$ cat src/rtl/imem_fetch_sync.sv
// Synchronous instruction memory with a valid/ready fetch port, a program-load port and a
// hardware clear sequence after reset. Define IMEM_STATS_EN to add fetch/error counters.
module imem_fetch_sync #(
    parameter int unsigned     XLEN      = 32,
    parameter int unsigned     DEPTH     = 64,
    parameter logic [XLEN-1:0] NOP_INSTR = 32'h00000013
) (
    input  logic                     clk,
    input  logic                     rst,
    output logic                     init_done,
    input  logic                     req_valid,
    output logic                     req_ready,
    input  logic [XLEN-1:0]          req_addr,
    output logic                     rsp_valid,
    input  logic                     rsp_ready,
    output logic [XLEN-1:0]          rsp_instr,
    output logic                     rsp_err,
    input  logic                     flush,
    input  logic                     prog_we,
    input  logic [$clog2(DEPTH)-1:0] prog_addr,
    input  logic [XLEN-1:0]          prog_data,
`ifdef IMEM_STATS_EN
    output logic [31:0]              fetch_cnt,
    output logic [15:0]              err_cnt,
`endif
    output logic                     prog_ready
);

    localparam int unsigned AW = $clog2(DEPTH);

    typedef enum logic [0:0] {StClear, StRun} state_e;

    state_e          state_q, state_d;
    logic [AW-1:0]   clr_idx_q, clr_idx_d;
    logic            rsp_valid_q, rsp_valid_d;
    logic [XLEN-1:0] rsp_instr_q;
    logic            rsp_err_q;

    logic [XLEN-1:0] mem [DEPTH] = '{default: '0};

    logic            accept;
    logic [XLEN-1:0] word_idx;
    logic            fetch_err;

    always_comb begin
        state_d     = state_q;
        clr_idx_d   = clr_idx_q;
        rsp_valid_d = rsp_valid_q;
        word_idx    = req_addr >> 2;
        // Full-width compare: any set bit above the index is out of range, never a wrap.
        fetch_err   = (req_addr[1:0] != 2'b00) || (word_idx >= XLEN'(DEPTH));
        req_ready   = (state_q == StRun) && !prog_we && (!rsp_valid_q || rsp_ready);
        accept      = req_valid && req_ready;
        prog_ready  = (state_q == StRun);
        init_done   = (state_q == StRun);

        unique case (state_q)
            StClear: begin
                if (clr_idx_q == AW'(DEPTH - 1)) begin
                    state_d = StRun;
                end else begin
                    clr_idx_d = clr_idx_q + 1'b1;
                end
            end
            StRun: state_d = StRun;
            default: state_d = StClear;
        endcase

        // A same-cycle accept wins over flush/consume; only the older response is dropped.
        if (accept) begin
            rsp_valid_d = 1'b1;
        end else if (flush || rsp_ready) begin
            rsp_valid_d = 1'b0;
        end
    end

    always_ff @(posedge clk) begin
        if (rst) begin
            state_q     <= StClear;
            clr_idx_q   <= '0;
            rsp_valid_q <= 1'b0;
            rsp_instr_q <= '0;
            rsp_err_q   <= 1'b0;
        end else begin
            state_q     <= state_d;
            clr_idx_q   <= clr_idx_d;
            rsp_valid_q <= rsp_valid_d;
            if (accept) begin
                rsp_err_q   <= fetch_err;
                rsp_instr_q <= fetch_err ? NOP_INSTR : mem[word_idx[AW-1:0]];
            end
        end
    end

    // Memory has no reset of its own; the clear sequence zeroes it after every reset.
    always_ff @(posedge clk) begin
        if (state_q == StClear) begin
            mem[clr_idx_q] <= '0;
        end else if (prog_we) begin
            mem[prog_addr] <= prog_data;
        end
    end

    assign rsp_valid = rsp_valid_q;
    assign rsp_instr = rsp_instr_q;
    assign rsp_err   = rsp_err_q;

`ifdef IMEM_STATS_EN
    logic [31:0] fetch_cnt_q;
    logic [15:0] err_cnt_q;

    always_ff @(posedge clk) begin
        if (rst) begin
            fetch_cnt_q <= '0;
            err_cnt_q   <= '0;
        end else if (accept) begin
            fetch_cnt_q <= fetch_cnt_q + 32'd1;
            if (fetch_err && (err_cnt_q != 16'hFFFF)) begin
                err_cnt_q <= err_cnt_q + 16'd1;
            end
        end
    end

    assign fetch_cnt = fetch_cnt_q;
    assign err_cnt   = err_cnt_q;
`endif

endmodule

$ cat config.mk
export PLATFORM = sky130hd
export DESIGN_NAME = imem_fetch_sync
export DESIGN_NICKNAME = d
export VERILOG_FILES = /design/src/rtl/imem_fetch_sync.sv
export SDC_FILE = /design/constraint.sdc
export NUM_CORES = 2
export LEC_CHECK = 0
export BUFFER_PORTS_ARGS = -buffer_cell sky130_fd_sc_hd__buf_2
export CELL_PAD_IN_SITES_DETAIL_PLACEMENT = 1
export CELL_PAD_IN_SITES_GLOBAL_PLACEMENT = 2
export CORE_ASPECT_RATIO = 1.5
export CORE_UTILIZATION = 52
export CTS_BUF_LIST = sky130_fd_sc_hd__clkbuf_2 sky130_fd_sc_hd__clkbuf_4 sky130_fd_sc_hd__clkbuf_8
export DETAILED_ROUTE_END_ITERATION = 7
export PLACE_DENSITY_LB_ADDON = 0.25
export SLEW_MARGIN = 0
export SYNTH_ARGS = -nofsm -noshare
export SYNTH_HDL_FRONTEND = slang
export SYNTH_SLANG_ARGS = --single-unit
export TNS_END_PERCENT = 100
$ cat constraint.sdc
create_clock -name clk -period 4.7 [get_ports clk]
set_clock_uncertainty 0.15 [all_clocks]
set_input_delay 0.235 -clock clk [delete_from_list [all_inputs] [get_ports clk]]
set_output_delay 0.235 -clock clk [all_outputs]
set_load 0.01 [all_outputs]
==> results.sh <==
export IMPL_cts_buffers=313
export IMPL_r2r_cells=12
export IMPL_htreeDepth=5
export IMPL_groute_usage_overall_pct=30.7
export IMPL_synth_compound_area_share_pct=4.05
export IMPL_cts_sinks=2089
export IMPL_syn_area_per_cell_sq_um=20.1
export IMPL_period_share_pct=92.5
export IMPL_drt_pass1_iter_count=6
export IMPL_synth_simple_area_share_pct=2.32
export IMPL_wirelength_um=237000
export IMPL_crit_type="flip-flop to flip-flop"
export IMPL_die_y_um=484
export IMPL_critical_path_arrival_ns=5.11
export IMPL_path_clk_slew_ns=0.07
export IMPL_die_area_sq_um=157000
export IMPL_grt_pass1_wl_um=331000
export IMPL_critPathSlowestCell="dlygate4sd3_1"
export IMPL_finalCriticalPeriod_ns=4.35
export IMPL_synth_top_family_by_area="multiplexers"
export IMPL_clock_latency_ns=1.05
export IMPL_hpwl_um=147000
export IMPL_mostFrequentLayoutCells="2,048 x edfxtp_1, 548 x mux2i_1, 329 x clkbuf_8, 253 x mux4_2, 244 x a22oi_1"
export IMPL_globalplace_congestion=0.878
export IMPL_setup_violations_final=0
export IMPL_port_buffers=112
export IMPL_maxSlewHeadroom_pct=5.49
export IMPL_max_cap_violations=0
export IMPL_synth_nets=4085
export IMPL_initial_core_util_pct=52.5
export IMPL_synth_area_leaders="edfxtp_1 76%, mux4_2 7.1%, mux2i_1 6.8%, a22oi_1 2.3%, dfxtp_1 1.0%"
export IMPL_hold_worst_slack_ns=0.0989
export IMPL_internal_power_mw=28.6
export IMPL_pwr_density_cell_nw_per_um2=399
export IMPL_drt_iter0_drc=4521
export IMPL_synth_area_leader_cell="edfxtp_1"
export IMPL_p_sw_mw=7.89
export IMPL_cts_resized=0
export IMPL_r2r_slack_ns=0.35
export IMPL_synthAdderAreaFrac_pct=0.0155
export IMPL_yosys_mux_area_fraction_pct=14.6
export IMPL_min_to="mem[14][27]"
export IMPL_synth_edf_count=2048
export IMPL_grt_pass1_vias=45194
export IMPL_yosysUniqueCellTypes=64
export IMPL_timing_critical_path_from_type="flip-flop"
export IMPL_drc=0
export IMPL_drv_slew=0
export IMPL_syn_inst=4008
export IMPL_ir_drop_mv=0.390
export IMPL_clkPwrFrac_pct=40.3
export IMPL_die_w_um=324
export IMPL_cts_buffer_depth=4
export IMPL_hold_path_class="input port to flip-flop"
export IMPL_status="finished clean"
export IMPL_cts_root_buf="clkbuf_8"
export IMPL_ios=113
export IMPL_viasPerCell=6.35
export IMPL_synthFlopType="edfxtp_1"
export IMPL_timing_rr_end="rsp_instr[4]"
export IMPL_grt_setup_unrepaired="no"
export IMPL_fin_ws_ns=0.351
export IMPL_syn2layout_area_growth_pct=13.4
export IMPL_combPwrFrac_pct=4.1
export IMPL_wl_per_cell_um=35.3
export IMPL_power_frac_seq_pct=55.6
export IMPL_whs_path_depth=2
export IMPL_worstHoldStart="prog_data[27]"
export IMPL_path_delay_family="buffers and inverters"
export IMPL_p_leak_nw=32.5
export IMPL_crit_chain="buf_4, nand4bb_1, dlygate4sd3_1, buf_4, a311oi_2, buf_4, nand4_1, dlygate4sd3_1, a21boi_1, dlygate4sd3_1, nor3_1, dlygate4sd3_1"
export IMPL_r2r_start="init_done"
export IMPL_final_core_util_pct=59.5
export IMPL_rows=176
export IMPL_switching_share_pct=21.6
export IMPL_core_area_sq_um=154000
export IMPL_synth_xor_area_share_pct=0.0434
export IMPL_critical_path_max_stage_delay_ns=0.63
export IMPL_num_nets_final=4530
export IMPL_ctsHoldBuffers=56
export IMPL_grt_max_degree=122
export IMPL_post_cts_buffers=0
export IMPL_yosys_warnings=0
export IMPL_mostFrequentLayoutCell="edfxtp_1"
export IMPL_path_common_cell="dlygate4sd3_1"
export IMPL_worst_pin_slew_ns=1.42
export IMPL_fmax_ghz=0.230
export IMPL_required_ns=5.46
export IMPL_ys_ff_latch=2089
export IMPL_cp_end_kind="flip-flop"
export IMPL_cts_tree="yes"
export IMPL_overflow=0
export IMPL_ys_seq_area_share_pct=77.3
export IMPL_antenna_found_initial=21
export IMPL_nFillCells=13312
export IMPL_yosys_area_top_type_share_pct=76.3
export IMPL_netlist_area_sq_um=80600
export IMPL_detail_route_antenna_nets=0
export IMPL_path_buf_inv=7
export IMPL_worstPathMaxFanout=40
export IMPL_hold_viol=0
export IMPL_ys_async_sr_fraction_pct=0
export IMPL_vias=42745
export IMPL_fin_tns_setup_ns=0
export IMPL_place_ws_ns=0.780
export IMPL_drive_above_1_share_pct=25.5
-- per-stage QoR --
stage / power (mW) / cells / area (sq um)
global placement: 22.1 / 6129 / 84800
finish: 36.5 / 6733 / 91400
detailed placement: 22.1 / 6129 / 84800
global route: 37.4 / 6727 / 91400
CTS: 36.7 / 6726 / 91400
floorplan: 21.6 / 4008 / 80600
-- synth_stat cells, types with 4 or more instances --
library cell     n
a211oi_1         4
a21oi_1         32
a221oi_1        43
a22oi_1        244
a31oi_1          5
and3_1          33
and4b_1          4
and4bb_2         4
buf_1            7
buf_12           5
buf_2           88
buf_4           40
buf_6           16
clkbuf_1        73
dfxtp_1         41
edfxtp_1      2048
inv_1            9
mux2_2          40
mux2i_1        548
mux4_1           5
mux4_2         253
nand2_1         89
nand2b_1         9
nand3_1         21
nand4_1         66
nor2_1          89
nor2b_1          8
nor4_1           6
o21ai_0         86
o21ai_1         31
o21ai_2          4
-- kinds of logic (layout without fill, tap and decap cells) --
logic type,after synthesis,in the layout
adder cells (fa/ha/maj),1,1
AO/OA/AOI/OAI,473,473
buffers and inverters,239,910
multiplexers,846,846
flip-flops,2089,2089
AND/OR/NAND/NOR,356,356
other,0,7
XOR/XNOR,4,4
-- metal layers --
layer  track usage, %  routed length (um)  vias to the layer above
met3             5.97               17600                      505
met1             36.8               84300                    22678
met2             52.5              123000                     2047
li1                 -                   -                    17505
met5                0                  66                        -
met4             15.6               12800                       10
-- final cells by class --
type / count / area (sq um) / area share (%)
diodes: 7 / 17.5 / 0.0192
flip-flops and latches: 2089 / 62300 / 68.2
well taps: 2047 / 2560 / 2.80
clock inverters: 129 / 887 / 0.970
multi-input cells: 1680 / 17600 / 19.2
inverters: 9 / 33.8 / 0.0370
repair buffers: 360 / 2890 / 3.16
clock buffers: 412 / 5150 / 5.63
-- state kept, by name, indices dropped and copies added (netlist names) --
signal	cells
init_done	1
clr_idx_q	6
mem	2048
rsp_err	1
rsp_valid	1
rsp_instr	32
-- power by group through the flow --
| stage | Sequential [mW] | Combinational (mW) | Clock, mW |
|---|---|---|---|
| 3_5_place_dp | 20.7 | 1.46 | 0 |
| 6_report | 20.3 | 1.50 | 14.7 |
| 3_3_place_gp | 20.7 | 1.45 | 0 |
| 2_1_floorplan | 20.7 | 0.914 | 0 |
| 4_1_cts | 20.3 | 1.50 | 14.9 |
| 5_1_grt | 20.3 | 1.55 | 15.6 |
-- how the worst max path moves through the flow --
stage                start       endpoint  slack, ns  cells after the start
4_1_cts          init_done   rsp_instr[4]       0.48                     12
5_1_grt          init_done   rsp_instr[4]       0.22                     12
3_5_place_dp   req_addr[2]  rsp_instr[13]       0.78                      8
2_1_floorplan    init_done      mem[1][0]       1.17                      7
3_3_place_gp   req_addr[4]  rsp_instr[13]       0.72                      8
6_report         init_done   rsp_instr[4]       0.35                     12
Note: power is estimated with default switching activity, not from simulation.
